### src/rtl/cfg_serial_pkg.sv
`timescale 1ns/1ps
// cfg_serial_pkg: shared definitions for the serial configuration master.
//   - FSM state encoding used by cfg_serial_master
//   - clog2_min1(): counter-width helper (never returns less than 1 bit)
package cfg_serial_pkg;

    localparam logic [2:0] ST_IDLE     = 3'd0;
    localparam logic [2:0] ST_RST_TGT  = 3'd1;
    localparam logic [2:0] ST_SHIFT    = 3'd2;
    localparam logic [2:0] ST_WAIT_RDY = 3'd3;
    localparam logic [2:0] ST_DONE     = 3'd4;
    localparam logic [2:0] ST_ERROR    = 3'd5;

    // Bits needed to count 0..value-1; at least 1 so degenerate sizes still elaborate.
    function automatic int unsigned clog2_min1(input int unsigned value);
        int unsigned w;
        w = 1;
        while ((32'd1 << w) < value) begin
            w = w + 1;
        end
        return w;
    endfunction

endpackage

### src/rtl/cfg_sclk_gen.sv
`timescale 1ns/1ps
// cfg_sclk_gen: serial clock phase generator.
//   clk, rst_n : clock and asynchronous active-low reset
//   en         : high while the master is shifting
//   sclk       : registered serial clock, SCLK_DIV cycles low then SCLK_DIV high
//   bit_start  : strobe in the cycle whose edge starts a bit (low phase begins)
//   bit_end    : strobe in the cycle whose edge ends a bit (last high cycle)
// The phase counter restarts at zero whenever en is low, so each shift
// sequence begins with a full low phase.
module cfg_sclk_gen
    import cfg_serial_pkg::*;
#(
    parameter int unsigned SCLK_DIV = 2
) (
    input  logic clk,
    input  logic rst_n,
    input  logic en,
    output logic sclk,
    output logic bit_start,
    output logic bit_end
);
    localparam int unsigned     PH_W    = clog2_min1(2 * SCLK_DIV);
    localparam logic [PH_W-1:0] PH_LAST = PH_W'(2 * SCLK_DIV - 1);
    localparam logic [PH_W-1:0] PH_HIGH = PH_W'(SCLK_DIV);
    localparam logic [PH_W-1:0] PH_ONE  = PH_W'(1);

    logic [PH_W-1:0] ph_cnt_r;
    logic            sclk_r;

    // Phase counter over one full sclk period.
    always_ff @(posedge clk or negedge rst_n) begin
        if (!rst_n) begin
            ph_cnt_r <= {PH_W{1'b0}};
        end else if (!en) begin
            ph_cnt_r <= {PH_W{1'b0}};
        end else if (ph_cnt_r == PH_LAST) begin
            ph_cnt_r <= {PH_W{1'b0}};
        end else begin
            ph_cnt_r <= ph_cnt_r + PH_ONE;
        end
    end

    // Registered sclk: high for the second half of the period, low when idle.
    always_ff @(posedge clk or negedge rst_n) begin
        if (!rst_n) begin
            sclk_r <= 1'b0;
        end else if (en) begin
            sclk_r <= (ph_cnt_r >= PH_HIGH);
        end else begin
            sclk_r <= 1'b0;
        end
    end

    assign sclk      = sclk_r;
    assign bit_start = en & (ph_cnt_r == {PH_W{1'b0}});
    assign bit_end   = en & (ph_cnt_r == PH_LAST);

endmodule

### src/rtl/cfg_serial_master.sv
`timescale 1ns/1ps
// cfg_serial_master: serial configuration master.
// Holds NUM_WORDS configuration words, resets the target, shifts the bank out
// MSB-first (word 0 first) on sclk/sdout, then waits for target ready with a
// timeout and a bounded number of re-reset/re-send retries.
//   i_clk, i_resetbALL : clock, asynchronous active-low reset
//   i_start            : one-cycle transfer request (honoured in IDLE/ERROR)
//   i_wr_en/addr/data  : bank write port (ignored while busy)
//   i_ready            : asynchronous target ready, 2-flop synchronised
//   o_resetb_target    : active-low target reset
//   o_sclk, o_sdout    : registered serial clock / data
//   o_busy, o_done     : transfer in progress / one-cycle success pulse
//   o_error            : sticky failure flag, o_retry_cnt: retries used
module cfg_serial_master
    import cfg_serial_pkg::*;
#(
    parameter int unsigned WORD_W      = 8,
    parameter int unsigned NUM_WORDS   = 4,
    parameter int unsigned ADDR_W      = 2,
    parameter int unsigned SCLK_DIV    = 2,
    parameter int unsigned RST_HOLD    = 16,
    parameter int unsigned RDY_TIMEOUT = 1024,
    parameter int unsigned MAX_RETRY   = 3,
    parameter int unsigned RETRY_W     = 2
) (
    input  logic               i_clk,
    input  logic               i_resetbALL,
    input  logic               i_start,
    input  logic               i_wr_en,
    input  logic [ADDR_W-1:0]  i_wr_addr,
    input  logic [WORD_W-1:0]  i_wr_data,
    input  logic               i_ready,
    output logic               o_resetb_target,
    output logic               o_sclk,
    output logic               o_sdout,
    output logic               o_busy,
    output logic               o_done,
    output logic               o_error,
    output logic [RETRY_W-1:0] o_retry_cnt
);
    // One timer serves both the reset hold and the ready timeout.
    localparam int unsigned        TMR_MAX   = (RST_HOLD > RDY_TIMEOUT) ? RST_HOLD : RDY_TIMEOUT;
    localparam int unsigned        TMR_W     = clog2_min1(TMR_MAX);
    localparam logic [TMR_W-1:0]   HOLD_LAST = TMR_W'(RST_HOLD - 1);
    localparam logic [TMR_W-1:0]   TMO_LAST  = TMR_W'(RDY_TIMEOUT - 1);
    localparam logic [TMR_W-1:0]   TMR_ONE   = TMR_W'(1);
    localparam int unsigned        WIDX_W    = clog2_min1(NUM_WORDS);
    localparam int unsigned        BIDX_W    = clog2_min1(WORD_W);
    localparam logic [WIDX_W-1:0]  WORD_LAST = WIDX_W'(NUM_WORDS - 1);
    localparam logic [WIDX_W-1:0]  WIDX_ONE  = WIDX_W'(1);
    localparam logic [BIDX_W-1:0]  BIT_TOP   = BIDX_W'(WORD_W - 1);
    localparam logic [BIDX_W-1:0]  BIDX_ONE  = BIDX_W'(1);
    localparam logic [RETRY_W-1:0] RETRY_MAX = RETRY_W'(MAX_RETRY);
    localparam logic [RETRY_W-1:0] RETRY_ONE = RETRY_W'(1);

    logic [2:0]         state_r;
    logic [2:0]         next_state_s;
    logic [TMR_W-1:0]   tmr_r;
    logic [WIDX_W-1:0]  word_idx_r;
    logic [BIDX_W-1:0]  bit_idx_r;
    logic [WORD_W-1:0]  bank_r [NUM_WORDS];
    logic               rdy_meta_r;
    logic               rdy_sync_r;
    logic [RETRY_W-1:0] retry_r;
    logic               resetb_r;
    logic               sdout_r;
    logic               busy_r;
    logic               done_r;
    logic               error_r;
    logic               sclk_s;
    logic               bit_start_s;
    logic               bit_end_s;
    logic               shift_en_s;
    logic               busy_st_s;
    logic               start_ok_s;
    logic               last_bit_s;
    logic               cur_bit_s;

    assign shift_en_s = (state_r == ST_SHIFT);
    assign busy_st_s  = (state_r == ST_RST_TGT) | (state_r == ST_SHIFT) | (state_r == ST_WAIT_RDY);
    assign start_ok_s = i_start & ((state_r == ST_IDLE) | (state_r == ST_ERROR));
    assign last_bit_s = (word_idx_r == WORD_LAST) & (bit_idx_r == {BIDX_W{1'b0}});
    assign cur_bit_s  = bank_r[word_idx_r][bit_idx_r];

    cfg_sclk_gen #(
        .SCLK_DIV (SCLK_DIV)
    ) u_sclk_gen (
        .clk       (i_clk),
        .rst_n     (i_resetbALL),
        .en        (shift_en_s),
        .sclk      (sclk_s),
        .bit_start (bit_start_s),
        .bit_end   (bit_end_s)
    );

    // Next-state logic.
    always_comb begin
        next_state_s = state_r;
        case (state_r)
            ST_IDLE: begin
                if (i_start) next_state_s = ST_RST_TGT;
                else         next_state_s = ST_IDLE;
            end
            ST_RST_TGT: begin
                if (tmr_r == HOLD_LAST) next_state_s = ST_SHIFT;
                else                    next_state_s = ST_RST_TGT;
            end
            ST_SHIFT: begin
                if (bit_end_s && last_bit_s) next_state_s = ST_WAIT_RDY;
                else                         next_state_s = ST_SHIFT;
            end
            ST_WAIT_RDY: begin
                if (rdy_sync_r) begin
                    next_state_s = ST_DONE;
                end else if (tmr_r == TMO_LAST) begin
                    if (retry_r < RETRY_MAX) next_state_s = ST_RST_TGT;
                    else                     next_state_s = ST_ERROR;
                end else begin
                    next_state_s = ST_WAIT_RDY;
                end
            end
            ST_DONE: next_state_s = ST_IDLE;
            ST_ERROR: begin
                if (i_start) next_state_s = ST_RST_TGT;
                else         next_state_s = ST_ERROR;
            end
            default: next_state_s = ST_IDLE;
        endcase
    end

    // State register.
    always_ff @(posedge i_clk or negedge i_resetbALL) begin
        if (!i_resetbALL) state_r <= ST_IDLE;
        else              state_r <= next_state_s;
    end

    // Hold/timeout timer: restarts on every state change.
    always_ff @(posedge i_clk or negedge i_resetbALL) begin
        if (!i_resetbALL) begin
            tmr_r <= {TMR_W{1'b0}};
        end else if (next_state_s != state_r) begin
            tmr_r <= {TMR_W{1'b0}};
        end else if ((state_r == ST_RST_TGT) || (state_r == ST_WAIT_RDY)) begin
            tmr_r <= tmr_r + TMR_ONE;
        end else begin
            tmr_r <= {TMR_W{1'b0}};
        end
    end

    // Configuration bank; frozen while busy, out-of-range addresses match no word.
    always_ff @(posedge i_clk or negedge i_resetbALL) begin
        if (!i_resetbALL) begin
            for (int i = 0; i < NUM_WORDS; i++) bank_r[i] <= {WORD_W{1'b0}};
        end else if (i_wr_en && !busy_st_s) begin
            for (int i = 0; i < NUM_WORDS; i++) begin
                if (i_wr_addr == ADDR_W'(i)) bank_r[i] <= i_wr_data;
                else                         bank_r[i] <= bank_r[i];
            end
        end else begin
            for (int i = 0; i < NUM_WORDS; i++) bank_r[i] <= bank_r[i];
        end
    end

    // Word/bit pointers: word 0 MSB first, advanced at the end of each bit.
    always_ff @(posedge i_clk or negedge i_resetbALL) begin
        if (!i_resetbALL) begin
            word_idx_r <= {WIDX_W{1'b0}};
            bit_idx_r  <= BIT_TOP;
        end else if (!shift_en_s) begin
            word_idx_r <= {WIDX_W{1'b0}};
            bit_idx_r  <= BIT_TOP;
        end else if (bit_end_s) begin
            if (bit_idx_r == {BIDX_W{1'b0}}) begin
                word_idx_r <= word_idx_r + WIDX_ONE;
                bit_idx_r  <= BIT_TOP;
            end else begin
                word_idx_r <= word_idx_r;
                bit_idx_r  <= bit_idx_r - BIDX_ONE;
            end
        end else begin
            word_idx_r <= word_idx_r;
            bit_idx_r  <= bit_idx_r;
        end
    end

    // Two-flop synchroniser for the asynchronous target ready.
    always_ff @(posedge i_clk or negedge i_resetbALL) begin
        if (!i_resetbALL) begin
            rdy_meta_r <= 1'b0;
            rdy_sync_r <= 1'b0;
        end else begin
            rdy_meta_r <= i_ready;
            rdy_sync_r <= rdy_meta_r;
        end
    end

    // Retry counter: cleared by an accepted start, bumped on each timeout retry.
    always_ff @(posedge i_clk or negedge i_resetbALL) begin
        if (!i_resetbALL) begin
            retry_r <= {RETRY_W{1'b0}};
        end else if (start_ok_s) begin
            retry_r <= {RETRY_W{1'b0}};
        end else if ((state_r == ST_WAIT_RDY) && (next_state_s == ST_RST_TGT)) begin
            retry_r <= retry_r + RETRY_ONE;
        end else begin
            retry_r <= retry_r;
        end
    end

    // Status outputs registered from the next state so they align with it.
    always_ff @(posedge i_clk or negedge i_resetbALL) begin
        if (!i_resetbALL) begin
            resetb_r <= 1'b0;
            busy_r   <= 1'b0;
            done_r   <= 1'b0;
            error_r  <= 1'b0;
        end else begin
            resetb_r <= !((next_state_s == ST_RST_TGT) || (next_state_s == ST_ERROR));
            busy_r   <= (next_state_s == ST_RST_TGT) || (next_state_s == ST_SHIFT) ||
                        (next_state_s == ST_WAIT_RDY);
            done_r   <= (next_state_s == ST_DONE);
            error_r  <= (next_state_s == ST_ERROR);
        end
    end

    // Serial data: loaded only as a low phase begins, forced low outside SHIFT.
    always_ff @(posedge i_clk or negedge i_resetbALL) begin
        if (!i_resetbALL) begin
            sdout_r <= 1'b0;
        end else if (!shift_en_s) begin
            sdout_r <= 1'b0;
        end else if (bit_start_s) begin
            sdout_r <= cur_bit_s;
        end else begin
            sdout_r <= sdout_r;
        end
    end

    assign o_resetb_target = resetb_r;
    assign o_sclk          = sclk_s;
    assign o_sdout         = sdout_r;
    assign o_busy          = busy_r;
    assign o_done          = done_r;
    assign o_error         = error_r;
    assign o_retry_cnt     = retry_r;

endmodule

### config.mk
export PLATFORM = sky130hd
export DESIGN_NAME = cfg_serial_master
export DESIGN_NICKNAME = d
export VERILOG_FILES = /design/src/rtl/cfg_serial_pkg.sv /design/src/rtl/cfg_sclk_gen.sv /design/src/rtl/cfg_serial_master.sv
export SDC_FILE = /design/constraint.sdc
export NUM_CORES = 1
export LEC_CHECK = 0
export BUFFER_PORTS_ARGS = -buffer_cell sky130_fd_sc_hd__clkbuf_2
export CORE_MARGIN = 2
export CORE_UTILIZATION = 67
export CTS_BUF_LIST = sky130_fd_sc_hd__clkbuf_8
export DETAILED_ROUTE_END_ITERATION = 10
export PLACE_DENSITY = 0.95
export SLEW_MARGIN = 20
export SYNTH_ARGS = -nofsm -noshare
export SYNTH_HDL_FRONTEND = slang
export SYNTH_HIERARCHICAL = 1
export SYNTH_SLANG_ARGS = --single-unit
### constraint.sdc
create_clock -name i_clk -period 3.8 [get_ports i_clk]
set_input_delay 0.57 -clock i_clk [delete_from_list [all_inputs] [get_ports i_clk]]
set_output_delay 0.57 -clock i_clk [all_outputs]
set_load 0.05 [all_outputs]
; ---- Word-level counts from Yosys, hierarchy flattened
; Index checks and enable logic that the tools add are counted.
[totals]
out_inout_bits = 8
regBits = 62
input_bits = 15
elab_cells = 102
[classes]
n_addsub = 5
muxes = 28
n_eq_ne = 20
bitwise_logic = 8
reduce_logical = 19
magnitude_cmp = 4
[op_table]
columns = op, n
row1 = 3-bit 2-to-1 mux, 7
row2 = 10-bit 2-to-1 mux, 2
row3 = 8-bit binary-select mux with 2-bit select, 1
row4 = 2-bit 2-to-1 mux, 8
row5 = 8-bit 2-to-1 mux, 2
row6 = 3-bit one-hot mux with 5 select lines, 1
row7 = "3-bit by 2-bit equality test with 1-bit output, second input constant", 4
row8 = "10-bit by 1-bit adder with 10-bit output, second input constant", 1
row9 = "10-bit equality test, second input constant", 1
row10 = "10-bit by 4-bit equality test with 1-bit output, second input constant", 1
row11 = 2-bit AND reduction, 5
row12 = "3-bit equality test, second input constant", 3
row13 = "2-bit equality test, second input constant", 4
row14 = "2-bit by 1-bit adder with 2-bit output, second input constant", 3
row15 = "3-bit by 1-bit equality test with 1-bit output, second input constant", 2
row16 = 3-bit zero test, 2
row17 = 1-bit 2-to-1 mux, 6
row18 = "2-bit != test, second input constant", 3
row19 = 1-bit AND, 4
row20 = 2-bit zero test, 2
row21 = 1-bit logical OR, 4
row22 = "3-bit by 4-bit < comparator with 1-bit output, second input constant", 1
row23 = 1-bit binary-select mux with 3-bit select, 1
row24 = "3-bit >= comparator, second input constant", 1
row25 = other kinds (10), 15

; ---- Depth between registers and ports, before layout
; Gate-level depths: netlist of the first run.
[logic_depth]
depth_word = 9
depth_mapped = 8
depth_no_buf = 7

; ---- By module
; The synthesis of the first run kept the hierarchy.
[by_module_without_submodules]
columns = module, cells_per_inst, instances, seq_area_each_um2, area_each_um2
row1 = cfg_serial_master, 224, 1, 1480.2, 2860.2
row2 = cfg_sclk_gen, 12, 1, 75.1, 150.1

; ---- Worst setup path after synthesis of the first run
; Ideal clock, no wire load.
[synth_path]
kind = reg-to-reg
startpoint = register state_r[1]
endpoint = register busy_r (netlist: o_busy)
t_required_ns = 3.728
arrival_time_ns = 1.759
path_stages_with_launch = 9
slack_ns = 1.969
setup_ns = 0.072
path_cell_list = dfrtp_1 buf_4 nor3b_2 and2_2 inv_1 nor2_1 a31oi_1 o311a_1 nor2_1
[synth_between]
elab_chain_cells = 8
elab_cells_between_ends = 14
cone_classes = 7 x eq/ne / 2 x mux / 1 x bitwise / 4 x reduce/logical
[synth_rtl]
columns = item, line_no
row1 = from (decl), cfg_serial_master.sv:56  ; logic [2:0] state_r;
row2 = from (signal assigned), cfg_serial_master.sv:134  ; else state_r <= next_state_s;
row3 = 3-bit by 2-bit equality test with 1-bit output (*), cfg_serial_master.sv:79  ; assign shift_en_s = (state_r == ST_SHIFT);
row4 = named net shift_en_s, cfg_serial_master.sv:73  ; logic shift_en_s;
row5 = 1-bit AND (*), cfg_sclk_gen.sv:56  ; assign bit_end = en & (ph_cnt_r == PH_LAST);
row6 = named net bit_end_s, cfg_serial_master.sv:72  ; logic bit_end_s;
row7 = 1-bit logical AND (*), cfg_serial_master.sv:109  ; if (bit_end_s && last_bit_s) next_state_s = ST_WAIT_RDY;
row8 = 1-bit 2-to-1 mux (*), cfg_serial_master.sv:109
row9 = 3-bit one-hot mux with 5 select lines (*), cfg_serial_master.sv:99  ; case (state_r)
row10 = 3-bit by 1-bit equality test with 1-bit output / 3-bit by 2-bit equality test with 1-bit output (equally long branches), cfg_serial_master.sv:219  ; busy_r <= (next_state_s == ST_RST_TGT) || (next_state_s == ST_SHIFT) ||
row11 = 1-bit logical OR, cfg_serial_master.sv:219
row12 = 1-bit logical OR (*), cfg_serial_master.sv:219
row13 = to (signal assigned), cfg_serial_master.sv:219
row14 = to (decl), cfg_serial_master.sv:67  ; logic busy_r;
; Mark *: on every way through the listed nets, which the timed path passes. The rest lies on a longest branch.
; A chain may end at the register's enable or synchronous reset.

; ---- Worst setup path after layout of the first run
[layout_path]
startpoint = register state_r[1]
endpoint = register word_idx_r[1]
[layout_between]
elab_chain_cells = 4
elab_cells_between_ends = 6
cone_classes = 3 x eq/ne / 1 x mux / 1 x bitwise / 1 x reduce/logical
[layout_rtl]
columns = item, line_no
row1 = 3-bit by 2-bit equality test with 1-bit output, cfg_serial_master.sv:79
row2 = named net shift_en_s, cfg_serial_master.sv:73
row3 = 1-bit AND, cfg_sclk_gen.sv:56
row4 = named net bit_end_s, cfg_serial_master.sv:72
row5 = 2-bit != test (no source line), --
row6 = 2-bit AND reduction (no source line), --
row7 = to (signal assigned), cfg_serial_master.sv:167  ; word_idx_r <= {WIDX_W{1'b0}};
row8 = to (signal assigned), cfg_serial_master.sv:170  ; word_idx_r <= {WIDX_W{1'b0}};
row9 = to (signal assigned), cfg_serial_master.sv:174  ; word_idx_r <= word_idx_r + WIDX_ONE;
row10 = to (decl), cfg_serial_master.sv:59  ; logic [WIDX_W-1:0] word_idx_r;
; The timed path passes the listed nets, and every way through them passes these cells.

==> results of run 1 <==
[synthesized netlist by cell type (4+ instances only)]
cell type / number / share of area
and2_2: 4 / 0.010
dfrtp_1: 59 / 0.49
ha_1: 7 / 0.029
inv_1: 7 / 0.0087
mux2_2: 25 / 0.094
mux2_4: 8 / 0.040
mux2i_1: 6 / 0.020
mux4_1: 4 / 0.035
nand2_1: 10 / 0.012
nand2b_1: 6 / 0.012
nand3_1: 12 / 0.020
nor2_1: 25 / 0.031
xnor2_1: 4 / 0.012
xor2_1: 6 / 0.017
[through the flow]
stage	worst slack [ns]	area, um2	power [mW]
final	1.59	3340	2.17
after global routing	1.42	3340	2.29
after global placement	1.76	3140	1.54
after floorplan	1.97	3010	1.45
after CTS	1.63	3340	2.18
after detailed placement	1.65	3140	1.59
[registers in the layout, summed over array words and instances (netlist names), 2 cells and up]
signal               count
bank_r                  32
tmr_r                   10
bit_idx_r                3
state_r                  3
o_retry_cnt              2
u_sclk_gen/ph_cnt_r      2
word_idx_r               2
[routing by layer]
layer | vias up | GRT usage | share of wire
met1 | 950 | 0.350 | 0.45
met2 | 52 | 0.408 | 0.48
met3 | 14 | 0.0556 | 0.047
met4 | 0 | 0.134 | 0.026
met5 | - | 0 | 0
li1 | 903 | - | -
[critical path, stage by stage, from the launching register on]
cell and delay (ns):
dfrtp_1 0.59, nor3b_2 0.54, and2_2 0.29, inv_1 0.06
nor2_1 0.25, mux2i_1 0.27, nor3_1 0.07
[worst paths after layout]
kind                                  to  slack, ns  cells past startpoint
setup / recovery           word_idx_r[1]       1.59                      6
hold / removal                bank_r[11]       0.35                      1
min in group i_clk            rdy_meta_r       0.35                      1
hold reg to reg               rdy_sync_r       0.37                      0
max in group asynchronous       tmr_r[3]       2.59                      2
setup reg to reg           word_idx_r[1]       1.59                      6
[kinds of logic after synthesis]
| kind of cell | count (synthesis) | synth area share |
|---|---|---|
| AND/OR/NAND/NOR | 78 | 0.142 |
| XOR/XNOR | 10 | 0.0291 |
| AO/OA/AOI/OAI | 20 | 0.0524 |
| multiplexers | 45 | 0.203 |
| adder cells (fa/ha/maj) | 7 | 0.0291 |
| buffers and inverters | 14 | 0.0274 |
| flip-flops | 62 | 0.517 |
[power groups by stage]
stage          registers [mW]  clock network (mW)  logic [mW]
6_report                 1.00               0.581       0.585
5_1_grt                  1.02               0.622       0.645
4_1_cts                 0.997               0.593       0.595
3_5_place_dp             1.01                   0       0.582
3_3_place_gp            0.987                   0       0.552
2_1_floorplan            1.00                   0       0.444
[cell type report]
type                    count  area share
multi-input cells         160       0.411
well taps                  52      0.0195
flip-flops and latches     62       0.466
repair buffers             23      0.0352
inverters                   7     0.00787
clock inverters             5      0.0150
clock buffers              11      0.0454
==> flow_summary.ini, run 1 <==
[cts]
cts_buffer_depth = 2
clk_pin_slew_ns = 0.07
tritoncts = built
clock_latency_ns = 0.34
resized_after_cts = 0
tritoncts_num_sinks = 62
cts.root.buffer_cell = clkbuf_8
postCtsHoldBufs = 0
cts_max_level = 3
cts_setup_buffers = 0
cts_buffers = 9

[critical_path]
r2r-start = state_r[1]
critical_path_start_end_classification = register to register
critPathLaunchType = register
worst_ep_required_time_ns = 4.01
worstSetupEndpointType = register
critical_path.max_fanout = 13
cp_data_arrival_time_ns = 2.42
critical_path.startpoint = state_r[1]

[floorplanning]
design.die.area_um2 = 5050
io-pin-count = 23
core_region_area_um2 = 4350
start_util = 0.691
die_width_um = 71.0
fp.dieH_um = 71.0
std_cell_rows = 24

[yosys]
synthArstFlopShare = 1.00
synth.ff_latch_count = 62
portion_of_the_post_synthesis_area_used_by_sequential_elements = 0.517
postSynthNetCount = 258
dominantRegCellSynth = dfrtp_1
synth_edf_count = 0
postSynthAreaPerCell_um2 = 12.8
ys_types = 45
post_synth_instance_area_um2 = 3010
netlist_instances = 236
yosys_warnings = 6

[sta]
setup-tns-final_ns = 0
worst_slew_margin_rel = 0.394
grt_setup_unrepaired = no
report.final.hold_viol_count = 0
max_freq_ghz = 0.453
layout_min_cycle_time_ns = 2.21
tightest_slew_ns = 0.909
fin_skew_ns = 0.00549
final.period_utilization = 0.581
fin_worst_hold_slack_ns = 0.345
slew_violations = 0
final-setup-viol-count = 0

[route]
routed_wire_length_per_instance_um = 17.7
first_iter_violations = 140
postRouteAntennaNets = 0
drt-vias-per-instance = 6.00
firstDrtPassIters = 4
detailroute.via_count = 1919
detail_route.drc_violations = 0
totalWireLength_mm = 5.68

[grt]
grt_max_degree = 39
antenna_violations_before_repair = 0
number_of_global_route_vias_before_repair = 2015
grt_first_pass_wirelength_mm = 9.90
grt.total_usage = 0.262
globalRouteOverflowTotal = 0

[power]
sw_frac = 0.312
switchingPower_uw = 675
seq_power_share = 0.462
power.static_leakage_nw = 1.59
power_density_nw_per_um2 = 649
p_int_mw = 1.49
power_frac_comb = 0.270
clock_power_share = 0.268
power.ir.vdd_worst_mv = 0.394

[cells_and_area]
finish.net_count = 285
fillerInstances = 273
final_common_cell = dfrtp_1
multi_input_comb_area_um2 = 1370
layout.area.seq_um2 = 1560
antennaDiodeCount = 0
final_cell_mix = dfrtp_1 (59), nor2_1 (25), mux2_2 (25)
fin_cells = 320
drive_gt1_frac = 0.325
area_growth_pct = 10.9
fin_util = 0.767

[job]
max_cap_violations = 0

[hold_path]
min-delay-path-class = primary input to async pin

[run_status]
outcome = finished, final reports clean

[place]
dpl.cell_count = 304
portBuffers = 22
hpwl_mm = 3.86
globalplace.congestion = 0.807
Note: power is estimated with default switching activity, not from simulation.
==> run 2, diff against run 1 <==
--- a/config.mk
+++ b/config.mk
@@ -7,10 +7,10 @@
 export LEC_CHECK = 0
 export BUFFER_PORTS_ARGS = -buffer_cell sky130_fd_sc_hd__clkbuf_2
 export CORE_MARGIN = 2
-export CORE_UTILIZATION = 67
+export CORE_UTILIZATION = 62
 export CTS_BUF_LIST = sky130_fd_sc_hd__clkbuf_8
 export DETAILED_ROUTE_END_ITERATION = 10
-export PLACE_DENSITY = 0.95
+export PLACE_DENSITY = 0.9
 export SLEW_MARGIN = 20
 export SYNTH_ARGS = -nofsm -noshare
 export SYNTH_HDL_FRONTEND = slang
==> constraint.sdc (replaced) <==
create_clock -name i_clk -period 2.2 [get_ports i_clk]
set_input_delay 0.33 -clock i_clk [delete_from_list [all_inputs] [get_ports i_clk]]
set_output_delay 0.33 -clock i_clk [all_outputs]
set_load 0.05 [all_outputs]
==> flow_summary.ini, run 2 (synthesized netlist as in run 1, its figures left out) <==
[run_status]
outcome = complete, but fails checks
violations = hold timing

[power]
power_density_nw_per_um2 = 1080
power.static_leakage_nw = 1.61
power.ir.vdd_worst_mv = 0.680
fin_total_pwr_mw = 3.64

[sta]
grt_setup_unrepaired = no
tightest_slew_ns = 0.625
final.period_utilization = 0.887
report.final.hold_viol_count = 1
final.setup.worst_slack_ns = 0.248
slew_violations = 0
final-setup-viol-count = 0
max_freq_ghz = 0.512
setup-tns-final_ns = 0
worst_slew_margin_rel = 0.583
fin_skew_ns = 0.00486
layout_min_cycle_time_ns = 1.95
fin_worst_hold_slack_ns = -0.000322

[floorplanning]
io-pin-count = 23
core_region_area_um2 = 4690
fp.dieH_um = 73.7
start_util = 0.642
std_cell_rows = 25
design.die.area_um2 = 5430
die_width_um = 73.7

[critical_path]
r2r.worst_path.cells = 4
critPathLaunchType = register
slowest_stage = dfrtp_1
critical-path-max-stage-delay_ns = 0.69
worstSetupEndpointType = register
critical_path_start_end_classification = register to register
cp_data_arrival_time_ns = 2.17
critical_path.max_fanout = 12
critical_path.cell_chain = mux4_1 > nand2_1 > a21oi_1 > o311a_1
worst_ep_required_time_ns = 2.42

[cells_and_area]
largest_register_ffs = 32
fillerInstances = 311
drive_gt1_frac = 0.336
final_cell_mix = dfrtp_1 (59), nor2_1 (25), mux2_2 (25)
final_common_cell = dfrtp_1
area_growth_pct = 11.6
finish.net_count = 288
register_ranked_first_by_flip_flop_count = bank_r
layout_top_registers = bank_r: 32 flops, tmr_r: 10 flops
antennaDiodeCount = 0

[grt]
antenna_violations_before_repair = 0
globalRouteOverflowTotal = 0
grt_first_pass_wirelength_mm = 9.23
number_of_global_route_vias_before_repair = 1970
grt.total_usage = 0.231
grt_max_degree = 40

[route]
detailroute.via_count = 1927
totalWireLength_mm = 5.51
drt-vias-per-instance = 5.93
firstDrtPassIters = 4
routed_wire_length_per_instance_um = 16.9
postRouteAntennaNets = 0
first_iter_violations = 84
detail_route.drc_violations = 0

[cts]
postCtsHoldBufs = 0
cts.root.buffer_cell = clkbuf_8
tritoncts = built
cts_setup_buffers = 0
cts_buffer_depth = 2
tritoncts_num_sinks = 62
resized_after_cts = 0
cts_buffers = 9
cts_max_level = 3
clock_latency_ns = 0.34
clk_pin_slew_ns = 0.06

[hold_path]
min-delay-path-class = primary input to async pin

[place]
pre_cts_slack_ns = 0.265
portBuffers = 22
globalplace.congestion = 0.795
hpwl_mm = 3.79

[job]
max_cap_violations = 0
[run 2: final cells by class]
type	count	area, um2	share of cell area
multi-input cells	160	1370	0.408
repair buffers	26	153	0.0454
well taps	54	67.6	0.0201
clock buffers	12	165	0.0491
flip-flops and latches	62	1560	0.463
clock inverters	4	21.3	0.00633
inverters	7	26.3	0.00782
[run 2: metrics by stage]
| stage | instance area (um2) | util | hold slack (ns) | instances |
|---|---|---|---|---|
| finish | 3360 | 0.716 | -0.000322 | 325 |
| global route | 3360 | 0.716 | 0.0304 | 325 |
| CTS | 3360 | 0.716 | 0.00425 | 325 |
| detailed placement | 3170 | 0.677 | 0.337 | 309 |
| global placement | 3170 | 0.677 | 0.332 | 309 |
| floorplan | 3010 | - | 0.0344 | 236 |
[run 2: per-layer routing]
layer  wire length (um)  up-vias  global-route usage  part of all wire
met4                183        0               0.139             0.033
li1                   -      907                   -                 -
met5                  0        -                   0                 0
met3                216       18              0.0700             0.039
met1               2490      957               0.295              0.45
met2               2610       45               0.347              0.47
[run 2: path summary, 6_finish.rpt]
check                              to     startpoint  slack [ns]
hold / removal             bank_r[27]    i_resetbALL     -0.0003
hold reg to reg            rdy_sync_r     rdy_meta_r        0.35
setup reg to reg              o_sdout  word_idx_r[0]        0.25
min in group i_clk         rdy_meta_r        i_ready        0.09
setup / recovery              o_sdout  word_idx_r[0]        0.25
max in group asynchronous  state_r[0]    i_resetbALL        1.58
[run 2: worst max-delay path: cells and delay by family, from the launching register on]
family	cells	cell delay [ns]
mux	1	0.62
flops	1	0.69
compound gates	2	0.42
simple gates	1	0.10
[run 2: report_power, final]
group          total (mW)  internal (mW)  switching (mW)
sequential           1.73           1.49           0.240
clock               0.921          0.493           0.428
combinational       0.996          0.517           0.479
total                3.64           2.50            1.15
